==> src/rtl/gf180mcu_osu_sc_tinv_bus_ctrl_if.sv <==
// Bus bundle between requesters and the tinv bus controller.
// master: REQ/A out, EN/EN_BAR/Y/BUSY/OWNER in; slave: reverse.
interface gf180mcu_osu_sc_tinv_bus_ctrl_if #(
  parameter int WIDTH = 8,
  parameter int NCH   = 4
);
  localparam int OW = $clog2(NCH);

  logic [NCH-1:0]       REQ;
  logic [NCH*WIDTH-1:0] A;
  logic [NCH-1:0]       EN;
  logic [NCH-1:0]       EN_BAR;
  logic [WIDTH-1:0]     Y;
  logic                 BUSY;
  logic [OW-1:0]        OWNER;

  modport master (
    output REQ, A,
    input  EN, EN_BAR, Y, BUSY, OWNER
  );

  modport slave (
    input  REQ, A,
    output EN, EN_BAR, Y, BUSY, OWNER
  );
endinterface

==> src/rtl/gf180mcu_osu_sc_tinv_bus_ctrl.sv <==
// Round-robin tri-state bus controller with break-before-make
// turnaround and a bus keeper.
// Ports: CLK, RST (sync, active-high), bus (slave): REQ, A in;
// EN, EN_BAR, Y, BUSY, OWNER out.
module gf180mcu_osu_sc_tinv_bus_ctrl #(
  parameter int WIDTH    = 8,
  parameter int NCH      = 4,
  parameter int TURN     = 1,
  parameter int MAX_HOLD = 16
) (
  input logic CLK,
  input logic RST,
  gf180mcu_osu_sc_tinv_bus_ctrl_if.slave bus
);
  localparam int OW = $clog2(NCH);
  localparam int HW = (MAX_HOLD > 1) ? $clog2(MAX_HOLD) : 1;
  localparam int TW = (TURN > 1) ? $clog2(TURN) : 1;
  localparam bit LIMIT_ON = (MAX_HOLD != 0);
  localparam logic [HW-1:0] HOLD_LAST =
    HW'((MAX_HOLD > 0) ? MAX_HOLD - 1 : 0);
  localparam logic [TW-1:0] TURN_LAST = TW'(TURN - 1);

  typedef enum logic [1:0] {
    S_IDLE,
    S_DRIVE,
    S_TURN
  } state_t;

  state_t         r_state;
  state_t         w_state_n;
  logic [NCH-1:0] r_en;
  logic           r_busy;
  logic [OW-1:0]  r_owner;
  logic [OW-1:0]  r_ptr;
  logic [HW-1:0]  r_hold;
  logic [TW-1:0]  r_turn;
  logic [WIDTH-1:0] r_keep;

  logic [NCH-1:0] w_en_n;
  logic           w_busy_n;
  logic [OW-1:0]  w_owner_n;
  logic [OW-1:0]  w_ptr_n;
  logic [HW-1:0]  w_hold_n;
  logic [TW-1:0]  w_turn_n;

  logic [NCH-1:0] w_rot;
  int             w_k;
  int             w_sum;
  logic [OW-1:0]  w_win;
  logic           w_any;
  logic           w_turn_end;
  logic           w_arb;
  logic           w_release;
  logic [OW-1:0]  w_ptr_inc;
  logic [WIDTH-1:0] w_drive;

  // Rotate so that bit 0 is the channel at PTR, then take the
  // lowest set bit and map it back to an absolute index.
  always_comb begin
    w_rot = (bus.REQ >> r_ptr) |
            (bus.REQ << (NCH - int'(r_ptr)));
    w_k = 0;
    for (int k = NCH - 1; k >= 0; k--) begin
      if (w_rot[k]) w_k = k;
    end
    w_sum = int'(r_ptr) + w_k;
    if (w_sum >= NCH) w_sum = w_sum - NCH;
    w_win = OW'(w_sum);
  end

  assign w_any      = |bus.REQ;
  assign w_turn_end = (r_turn == TURN_LAST);
  assign w_arb      = (r_state == S_IDLE) ||
                      (r_state == S_TURN && w_turn_end);

  // r_en is one-hot on the owner while driving.
  assign w_release =
    !(|(bus.REQ & r_en)) ||
    (LIMIT_ON && r_hold == HOLD_LAST &&
     |(bus.REQ & ~r_en));

  assign w_ptr_inc = (r_owner == OW'(NCH - 1)) ?
                     '0 : r_owner + OW'(1);

  assign w_drive = bus.A[int'(r_owner)*WIDTH +: WIDTH];

  always_ff @(posedge CLK) begin
    if (RST) r_state <= S_IDLE;
    else     r_state <= w_state_n;
  end

  always_comb begin
    w_state_n = r_state;
    unique case (r_state)
      S_IDLE:  if (w_any) w_state_n = S_DRIVE;
      S_DRIVE: if (w_release) w_state_n = S_TURN;
      S_TURN:
        if (w_turn_end)
          w_state_n = w_any ? S_DRIVE : S_IDLE;
      default: w_state_n = S_IDLE;
    endcase
  end

  always_comb begin
    w_en_n    = r_en;
    w_busy_n  = r_busy;
    w_owner_n = r_owner;
    w_ptr_n   = r_ptr;
    w_hold_n  = r_hold;
    w_turn_n  = r_turn;
    if (w_arb && w_any) begin
      w_en_n    = NCH'(1) << w_win;
      w_busy_n  = 1'b1;
      w_owner_n = w_win;
      w_hold_n  = '0;
    end else if (r_state == S_TURN && !w_turn_end) begin
      w_turn_n = r_turn + TW'(1);
    end else if (r_state == S_DRIVE) begin
      if (w_release) begin
        w_en_n    = '0;
        w_busy_n  = 1'b0;
        w_owner_n = '0;
        w_ptr_n   = w_ptr_inc;
        w_turn_n  = '0;
      end else if (r_hold != HOLD_LAST) begin
        w_hold_n = r_hold + HW'(1);
      end
    end
  end

  always_ff @(posedge CLK) begin
    if (RST) begin
      r_en    <= '0;
      r_busy  <= 1'b0;
      r_owner <= '0;
      r_ptr   <= '0;
      r_hold  <= '0;
      r_turn  <= '0;
      r_keep  <= '0;
    end else begin
      r_en    <= w_en_n;
      r_busy  <= w_busy_n;
      r_owner <= w_owner_n;
      r_ptr   <= w_ptr_n;
      r_hold  <= w_hold_n;
      r_turn  <= w_turn_n;
      if (r_busy) r_keep <= w_drive;
    end
  end

  assign bus.EN     = r_en;
  assign bus.EN_BAR = ~r_en;
  assign bus.BUSY   = r_busy;
  assign bus.OWNER  = r_owner;
  assign bus.Y      = r_busy ? w_drive : r_keep;
endmodule

==> src/flat_wrapper.sv <==
// flat-port wrapper written by rule: the top's interface ports become plain ports
module gf180mcu_osu_sc_tinv_bus_ctrl_flat 
#(
  parameter int WIDTH    = 8,
  parameter int NCH      = 4,
  parameter int TURN     = 1,
  parameter int MAX_HOLD = 16
)
  (CLK, RST, bus_REQ, bus_A, bus_EN, bus_EN_BAR, bus_Y, bus_BUSY, bus_OWNER);
  gf180mcu_osu_sc_tinv_bus_ctrl_if #(.WIDTH(WIDTH), .NCH(NCH)) bus_i ();
  input logic CLK;
  input logic RST;
  input wire logic [$bits(bus_i.REQ)-1:0] bus_REQ;
  input wire logic [$bits(bus_i.A)-1:0] bus_A;
  output wire logic [$bits(bus_i.EN)-1:0] bus_EN;
  output wire logic [$bits(bus_i.EN_BAR)-1:0] bus_EN_BAR;
  output wire logic [$bits(bus_i.Y)-1:0] bus_Y;
  output wire logic [$bits(bus_i.BUSY)-1:0] bus_BUSY;
  output wire logic [$bits(bus_i.OWNER)-1:0] bus_OWNER;
  assign bus_i.REQ = bus_REQ;
  assign bus_i.A = bus_A;
  assign bus_EN = bus_i.EN;
  assign bus_EN_BAR = bus_i.EN_BAR;
  assign bus_Y = bus_i.Y;
  assign bus_BUSY = bus_i.BUSY;
  assign bus_OWNER = bus_i.OWNER;
  gf180mcu_osu_sc_tinv_bus_ctrl #(.WIDTH(WIDTH), .NCH(NCH), .TURN(TURN), .MAX_HOLD(MAX_HOLD)) u_core (.CLK(CLK), .RST(RST), .bus(bus_i));
endmodule
==> config.mk <==
export PLATFORM = sky130hd
export DESIGN_NAME = gf180mcu_osu_sc_tinv_bus_ctrl_flat
export DESIGN_NICKNAME = d
export VERILOG_FILES = /design/src/rtl/gf180mcu_osu_sc_tinv_bus_ctrl_if.sv /design/src/rtl/gf180mcu_osu_sc_tinv_bus_ctrl.sv /design/src/flat_wrapper.sv
export SDC_FILE = /design/constraint.sdc
export NUM_CORES = 1
export LEC_CHECK = 0
export CAP_MARGIN = 15
export CORE_ASPECT_RATIO = 1.25
export CORE_MARGIN = 1.5
export CORE_UTILIZATION = 40
export CTS_CLUSTER_SIZE = 28
export DETAILED_ROUTE_END_ITERATION = 7
export PLACE_DENSITY = 0.74
export SKIP_CTS_REPAIR_TIMING = 1
export SYNTH_ARGS = -nofsm -noshare
export SYNTH_HDL_FRONTEND = slang
export SYNTH_SLANG_ARGS = --single-unit
==> constraint.sdc <==
create_clock -name CLK -period 2.73 [get_ports CLK]
set_input_delay 0.6825 -clock CLK [delete_from_list [all_inputs] [get_ports CLK]]
set_output_delay 0.6825 -clock CLK [all_outputs]
set_load 0.03 [all_outputs]
Word-level counts from Yosys, hierarchy flattened
Index checks and enable logic that the tools add are counted.
- flip-flop bits (word level): 24
- bits in latches: 0
- RAM bits: 0
- ROM bits: 0
- input bits: 38
- output and inout bits: 19
- logic and storage cells: 82
- memories: 0
- $add $sub $neg: 6
- multipliers: 0
- div/mod/pow operators: 0
- magnitude comparators: 1
- equal/unequal tests: 9
- shifts and indexed selects: 4
- muxes and demuxes: 25
- bitwise logic cells: 8
- reductions and logical operators: 21
- operators with widths (kind ; count):
    $mux W32 ; 3
    $add A3 B32 Y32 ; 1
    $ge A32 B4 Y1 const B ; 1
    $shiftx A32 B6 Y8 ; 1
    $shl A4 B32 Y4 ; 1
    $mux W2 ; 10
    $mux W4 ; 4
    $reduce_or A4 Y1 ; 3
    $reduce_and A3 Y1 ; 3
    $and A4 B4 Y4 ; 2
    $mux W8 ; 1
    $reduce_and A4 Y1 ; 2
    $reduce_bool A2 Y1 ; 4
    $mux W1 ; 6
    $ne A2 B1 Y1 const B ; 3
    $pmux W2 S3 ; 1
    $add A4 B1 Y4 const B ; 1
    $eq A2 B2 Y1 const B ; 2
    $eq A4 B4 Y1 const B ; 1
    $logic_and A1 B1 Y1 ; 4
    $ne A4 B4 Y1 const B ; 1
    $not A1 Y1 ; 4
    $not A4 Y4 ; 1
    $or A4 B4 Y4 ; 1
    12 further kinds ; 13

Logic depth before layout (Yosys ltp)
Gate-level depths: netlist of the first run.
- depth in word-level cells: 12
- gate-level depth with buffers: 13
- depth with buffers taken out: 12

Worst setup path before layout of the first run
OpenSTA, ideal clock, no wires.
- kind: register to register
- from: reg u_core.r_ptr[0]
- to: reg u_core.r_owner[1] (netlist: u_core.bus.OWNER[1])
- setup time: 0.062 ns
- arrival: 2.616 ns
- required time: 2.668 ns
- path slack: 0.052 ns
- stages on the path, launching flop included: 12
- buffers on the path: 0
- period minus slack after synthesis: 2.678 ns
- cells stage by stage: dfxtp_1 > inv_1 > ha_1 > nor2_1 > a221oi_1 > o32ai_1 > a21o_2 > a41oi_1 > ha_1 > xor2_1 > or4_1 > nand3_1
- word-level cells in the longest chain between the ends: 11
- elaborated cells between the ends (all ways): 13
- those cells by class: 3 x add/sub; 1 x order compare; 2 x shift; 6 x mux; 1 x bitwise
- ends and longest elaborated chain (item ; line ; text):
    from (decl) ; gf180mcu_osu_sc_tinv_bus_ctrl.sv:34 ; logic [OW-1:0] r_ptr;
    from (signal assigned) ; gf180mcu_osu_sc_tinv_bus_ctrl.sv:144 ; r_ptr <= w_ptr_n;
    $sub A3 B2 Y4 ; gf180mcu_osu_sc_tinv_bus_ctrl.sv:61 ; (bus.REQ << (NCH - int'(r_ptr)));
    $shl A4 B32 Y4 ; gf180mcu_osu_sc_tinv_bus_ctrl.sv:61 ;
    $or A4 B4 Y4 ; gf180mcu_osu_sc_tinv_bus_ctrl.sv:60 ; w_rot = (bus.REQ >> r_ptr) |
    $mux W2 ; gf180mcu_osu_sc_tinv_bus_ctrl.sv:64 ; if (w_rot[k]) w_k = k;
    $mux W32 (3 in series) ; gf180mcu_osu_sc_tinv_bus_ctrl.sv:64 ;
    $add A3 B32 Y32 * ; gf180mcu_osu_sc_tinv_bus_ctrl.sv:66 ; w_sum = int'(r_ptr) + w_k;
    $ge A32 B4 Y1 or $sub A2 B1 Y2 (tied branches) ; gf180mcu_osu_sc_tinv_bus_ctrl.sv:67 ; if (w_sum >= NCH) w_sum = w_sum - NCH;
    $mux W2 * ; gf180mcu_osu_sc_tinv_bus_ctrl.sv:67 ;
    $mux W2 * ; gf180mcu_osu_sc_tinv_bus_ctrl.sv:111 ; if (w_arb && w_any) begin
    to (signal assigned) ; gf180mcu_osu_sc_tinv_bus_ctrl.sv:143 ; r_owner <= w_owner_n;
    to (decl) ; gf180mcu_osu_sc_tinv_bus_ctrl.sv:33 ; logic [OW-1:0] r_owner;
Every way passes the cells marked *; elsewhere a longest branch is shown, timed or not.
A chain may end at the register's enable or synchronous reset.

Worst setup path in the final report of the first run
- from: in bus_A[29]
- to: out bus_Y[5]
- word-level cells in the longest chain between the ends: 2
- ends and longest elaborated chain (item ; line ; text):
    from (decl) ; flat_wrapper.sv:14 ; input wire logic [$bits(bus_i.A)-1:0] bus_A;
    $shiftx A32 B6 Y8 ; gf180mcu_osu_sc_tinv_bus_ctrl.sv:85 ; assign w_drive = bus.A[int'(r_owner)*WIDTH +: WIDTH];
    $mux W8 ; gf180mcu_osu_sc_tinv_bus_ctrl.sv:155 ; assign bus.Y = r_busy ? w_drive : r_keep;
    to (decl) ; flat_wrapper.sv:17 ; output wire logic [$bits(bus_i.Y)-1:0] bus_Y;
No other way between the ends.

==> results of run 1 <==
tightest hold or removal path: cells and delay by family (launching register included):
kind | cells | cell delay [ns]
AND/OR/NAND/NOR | 1 | 0.07
flip-flops | 1 | 0.37
XOR/XNOR | 1 | 0.07
worst min-delay path by stage:
| stage | start | end | cells after the start |
|---|---|---|---|
| 6_report | u_core.r_hold[2]$_SDFFE_PP0P_ | u_core.r_hold[2]$_SDFFE_PP0P_ | 2 |
| 2_1_floorplan | u_core.r_hold[3]$_SDFFE_PP0P_ | u_core.r_hold[3]$_SDFFE_PP0P_ | 2 |
| 4_1_cts | u_core.r_turn$_SDFFE_PP0P_ | u_core.r_turn$_SDFFE_PP0P_ | 1 |
| 5_1_grt | u_core.r_turn$_SDFFE_PP0P_ | u_core.r_turn$_SDFFE_PP0P_ | 1 |
| 3_3_place_gp | u_core.r_hold[3]$_SDFFE_PP0P_ | u_core.r_hold[3]$_SDFFE_PP0P_ | 2 |
| 3_5_place_dp | u_core.r_turn$_SDFFE_PP0P_ | u_core.r_turn$_SDFFE_PP0P_ | 1 |
layout make-up:
| type | instances | area [um^2] |
|---|---|---|
| fill | 336 | 1340 |
| multi-input combinational | 128 | 1070 |
| timing repair buffer | 80 | 721 |
| sequential | 24 | 480 |
| tap | 40 | 50.0 |
| clock buffer | 3 | 41.3 |
| clock inverter | 1 | 30.0 |
| inverter | 8 | 30.0 |
kinds of logic after synthesis:
kind of cell,count (synthesis),share of synthesized area [%]
xor+xnor,5,2.81
buf+inv,15,3.78
fa+ha+maj,4,3.22
compound gates,34,16.6
simple gates,63,21.5
mux,22,21.2
flops,24,30.9
report_power, final:
part / switching [uW] / internal, uW / leakage, uW / total, uW
clock: 113 / 196 / 0.0000357 / 309
combinational: 389 / 396 / 0.000732 / 785
sequential: 50.1 / 397 / 0.000196 / 447
cells in the mapped netlist, types with 2 or more instances:
cell type | number | area share (%)
dfxtp_1 | 24 | 31
nor2_1 | 15 | 3.6
nand3_1 | 12 | 3.9
nor2b_1 | 10 | 4.0
o21ai_0 | 10 | 3.2
inv_1 | 8 | 1.9
mux2_2 | 8 | 5.8
mux4_2 | 8 | 12
and2_1 | 6 | 2.4
mux2i_1 | 6 | 3.9
nand2_1 | 6 | 1.4
o211ai_1 | 6 | 2.9
clkbuf_1 | 5 | 1.2
ha_1 | 4 | 3.2
a22oi_1 | 3 | 1.4
nand2b_1 | 3 | 1.2
xor2_1 | 3 | 1.7
buf_2 | 2 | 0.64
nor3_1 | 2 | 0.64
o221a_2 | 2 | 1.4
or4_1 | 2 | 0.96
xnor2_1 | 2 | 1.1
per-stage QoR:
stage	util, %	setup TNS, ns	area, um^2	hold WS, ns
2_1_floorplan	-	0	1560	0.472
3_3_place_gp	61.8	-3.90	2320	0.497
3_5_place_dp	61.8	-4.34	2320	0.504
4_1_cts	63.7	-2.76	2390	0.533
5_1_grt	64.4	-0.00253	2420	0.560
6_report	64.4	0	2420	0.541
routing by layer:
layer,vias up,global-route usage (%),routed length [um]
met5,-,0,0
met4,0,5.30,77
li1,778,-,-
met3,8,1.77,95
met1,776,22.3,1670
met2,23,39.8,2400
flip-flops by register name (all words and copies together), names as in the netlist:
register and count:
u_core.r_ptr 2, u_core.bus.OWNER 2, u_core.bus.BUSY 1, u_core.r_keep 8
u_core.r_state 2, u_core.bus.EN 4, u_core.r_hold 4, u_core.r_turn 1
==> impl_metrics.py, run 1 <==
metrics = {
    "routing": {
        "via_count": 1585,
        "dr.pass1.iters": 6,
        "drtIter0Drc": 36,
        "viasPerCell": 5.58,
        "antenna_left": 0,
        "drc": 0,
        "routedWlPerCell_um": 15.0,
        "routed_wl_um": 4250,
    },
    "finish": {
        "stdcell_count": 284,
        "drive_gt1_share_pct": 26.6,
        "syn2layout_area_growth_pct": 55.4,
        "final_cell_mix": "46 x clkdlybuf4s50_1, 24 x buf_4, 24 x dfxtp_1",
        "finalNetCount": 287,
        "final_common_cell": "clkdlybuf4s50_1",
        "diodes": 0,
    },
    "placed_design": {
        "dp_hpwl_um": 3240,
        "globalplace.congestion": 0.798,
        "portBuffers": 56,
        "dp_cells": 279,
        "pre_cts_ws_ns": -0.402,
    },
    "timing": {
        "fin_skew_ns": 0.00242,
        "maxSlewViolCount": 0,
        "grt_setup_unrepaired": "true",
        "worst_slew_pin_slew_ns": 0.609,
        "setup_slack_ns": 0.0293,
        "period_needed_ns": 2.70,
        "max-slew-margin-rel_pct": 59.0,
        "maxClockFrequency_mhz": 370,
        "hold_viol": 0,
        "finalSetupViolations": 0,
        "min_period_over_period_pct": 98.9,
    },
    "clock_network": {
        "cts_tree": "built",
        "cts_sinks": 24,
        "numCtsBuffers": 3,
        "h-tree-depth": 1,
        "clock_path_buffers": 2,
        "clk_latency_ns": 0.26,
        "path_clk_slew_ns": 0.08,
        "cts_root_buf": "clkbuf_8",
    },
    "power_and_ir_drop": {
        "ir_worst_vdd_v": 0.000269,
        "p_per_area_mw_per_mm2": 637,
        "finalPower_uw": 1540,
        "p_leak_uw": 0.000964,
    },
    "yosys": {
        "yosysWarnings": 0,
        "synth_seq_area_share_pct": 30.9,
        "synth_top_flop_cell": "dfxtp_1",
        "synth_edf_count": 0,
        "syn-mean-instance-area_um2": 9.32,
        "synth_cell_types": 42,
        "async_flop_share_pct": 0,
        "syn-num-nets": 209,
        "synth_area_mm2": 0.00156,
        "ys_seq_elements": 24,
        "synth_cells": 167,
    },
    "floorplan": {
        "num_rows": 25,
        "dieHeight_um": 72.7,
        "initial_core_util_pct": 41.5,
        "coreArea_mm2": 0.00375,
        "die_w_um": 58.8,
        "dieArea_mm2": 0.00428,
        "io_pins": 57,
    },
    "critical_path": {
        "critPathTopFamily": "multiplexers",
        "timing.rr.start": "u_core.r_ptr[1]$_SDFFE_PP0P_",
        "worst_ep_arrival_time_ns": 2.02,
        "slowest_delay_ns": 0.47,
        "endpoint": "bus_Y[5]",
        "crit_buf_inv": 2,
        "crit_slowest_cell": "mux4_2",
        "worstPathRequired_ns": 2.05,
        "regToRegEndpoint": "u_core.bus.OWNER[1]$_SDFFE_PP0P_",
        "critPathLaunch": "bus_A[29]",
        "path_class": "in -> out",
        "startpoint_type": "primary input",
        "cp_max_fo": 2,
        "cp-end-kind": "output port",
        "cp.depth": 4,
        "worstRegToRegCells": 11,
        "worstPathCellList": "clkdlybuf4s50_1 -> mux4_2 -> mux2_2 -> buf_2",
        "ff2ff_setup_slack_ns": 0.20,
    },
    "min_path": {
        "hold_class": "reg -> reg",
    },
    "grt": {
        "grt_pass1_vias": 1571,
        "gr-usage-all-layers_pct": 20.2,
        "grt_pass1_wl_um": 6850,
        "overflow": 0,
        "grt_max_degree": 15,
        "antenna_found_initial": 0,
    },
    "outcome": {
        "outcome": "finished clean",
    },
    "job": {
        "max_cap_violations": 0,
    },
}
Power figures use the tool's default switching activity.
==> run 2, diff against run 1 <==
--- a/config.mk
+++ b/config.mk
@@ -5,13 +5,13 @@
 export SDC_FILE = /design/constraint.sdc
 export NUM_CORES = 1
 export LEC_CHECK = 0
-export CAP_MARGIN = 15
+export CAP_MARGIN = 10
 export CORE_ASPECT_RATIO = 1.25
 export CORE_MARGIN = 1.5
 export CORE_UTILIZATION = 40
 export CTS_CLUSTER_SIZE = 28
 export DETAILED_ROUTE_END_ITERATION = 7
-export PLACE_DENSITY = 0.74
+export PLACE_DENSITY_LB_ADDON = 0.15
 export SKIP_CTS_REPAIR_TIMING = 1
 export SYNTH_ARGS = -nofsm -noshare
 export SYNTH_HDL_FRONTEND = slang
==> impl_metrics.py, run 2 (synthesis results as in run 1) <==
metrics = {
    "min_path": {
        "hold_class": "reg -> reg",
    },
    "floorplan": {
        "die_w_um": 58.8,
        "dieHeight_um": 72.7,
        "dieArea_mm2": 0.00428,
        "io_pins": 57,
        "initial_core_util_pct": 41.5,
        "coreArea_mm2": 0.00375,
        "num_rows": 25,
    },
    "power_and_ir_drop": {
        "ir_worst_vdd_v": 0.000326,
        "p_per_area_mw_per_mm2": 619,
        "finalPower_uw": 1470,
        "p_leak_uw": 0.000931,
    },
    "critical_path": {
        "crit_slowest_cell": "mux4_2",
        "path_class": "in -> out",
        "cp-end-kind": "output port",
        "worstPathRequired_ns": 2.05,
        "cp_max_fo": 2,
        "startpoint_type": "primary input",
        "worstPathCellList": "clkdlybuf4s50_1 -> mux4_2 -> mux2_2 -> buf_2",
        "slowest_delay_ns": 0.47,
        "worst_ep_arrival_time_ns": 2.03,
    },
    "finish": {
        "largest_reg_flops": 8,
        "final_cell_mix": "47 x clkdlybuf4s50_1, 24 x dfxtp_1, 21 x buf_4",
        "drive_gt1_share_pct": 25.7,
        "diodes": 0,
        "final_common_cell": "clkdlybuf4s50_1",
        "syn2layout_area_growth_pct": 52.1,
        "stdcell_count": 281,
        "finalNetCount": 284,
        "top_register": "u_core.r_keep",
    },
    "grt": {
        "overflow": 0,
        "grt_pass1_wl_um": 7250,
        "grt_pass1_vias": 1582,
        "antenna_found_initial": 0,
        "gr-usage-all-layers_pct": 22.0,
        "grt_max_degree": 14,
    },
    "timing": {
        "maxSlewViolCount": 0,
        "period_needed_ns": 2.72,
        "hold_ws_ns": 0.522,
        "worst_slew_pin_slew_ns": 0.529,
        "grt_setup_unrepaired": "true",
        "hold_viol": 0,
        "min_period_over_period_pct": 99.5,
        "tns_ns": 0,
        "finalSetupViolations": 0,
        "max-slew-margin-rel_pct": 64.3,
        "setup_slack_ns": 0.0136,
        "fin_skew_ns": 0.00360,
        "maxClockFrequency_mhz": 368,
    },
    "routing": {
        "antenna_left": 0,
        "dr.pass1.iters": 5,
        "drtIter0Drc": 61,
        "routedWlPerCell_um": 16.4,
        "drc": 0,
        "via_count": 1620,
        "viasPerCell": 5.77,
        "routed_wl_um": 4620,
    },
    "outcome": {
        "outcome": "finished clean",
    },
    "placed_design": {
        "dp_hpwl_um": 3630,
        "dp_cells": 275,
        "portBuffers": 56,
        "pre_cts_ws_ns": -0.400,
        "globalplace.congestion": 0.840,
    },
    "clock_network": {
        "numCtsBuffers": 3,
        "path_clk_slew_ns": 0.09,
        "cts_tree": "built",
        "h-tree-depth": 1,
        "clk_latency_ns": 0.27,
        "cts_root_buf": "clkbuf_8",
        "clock_path_buffers": 2,
        "cts_sinks": 24,
    },
    "job": {
        "max_cap_violations": 0,
    },
}
run 2: layout make-up:
type	count	area, um^2
multi-input cells	128	1060
inverters	8	30.0
well taps	40	50.0
repair buffers	77	696
clock buffers	4	55.1
flip-flops and latches	24	480
fillers	333	1390
run 2: metal layers:
layer / vias to the layer above / global-route usage [%] / share of wire, %
li1: 769 / - / -
met4: 0 / 4.55 / 0.78
met5: - / 0 / 0
met3: 4 / 1.77 / 5.5
met1: 789 / 23.6 / 37
met2: 58 / 44.8 / 56
run 2: worst max-delay path, delay by kind of cell:
family,cells,cell delay (ns)
buffers and inverters,2,0.60
multiplexers,2,0.75
run 2: power by group:
group          internal (uW)  total, uW  switching [uW]  leakage [uW]
combinational            379        770             391      0.000705
sequential               397        453            56.4      0.000196
clock                    129        243             115     0.0000288
total                    904       1470             562      0.000931
run 2: path summary, 6_finish.rpt:
check,slack (ns),cells after the start,from,to
hold / removal,0.52,1,u_core.r_turn$_SDFFE_PP0P_,u_core.r_turn$_SDFFE_PP0P_
hold reg to reg,0.52,1,u_core.r_turn$_SDFFE_PP0P_,u_core.r_turn$_SDFFE_PP0P_
setup reg to reg,0.14,11,u_core.r_ptr[1]$_SDFFE_PP0P_,u_core.bus.OWNER[1]$_SDFFE_PP0P_
setup / recovery,0.01,4,bus_A[25],bus_Y[1]
run 2: metrics by stage:
step	util (%)	area [um^2]
final	63.1	2370
after detailed placement	61.1	2290
after CTS	62.6	2350
after global placement	61.1	2290
after global routing	63.1	2370
after floorplan	-	1560
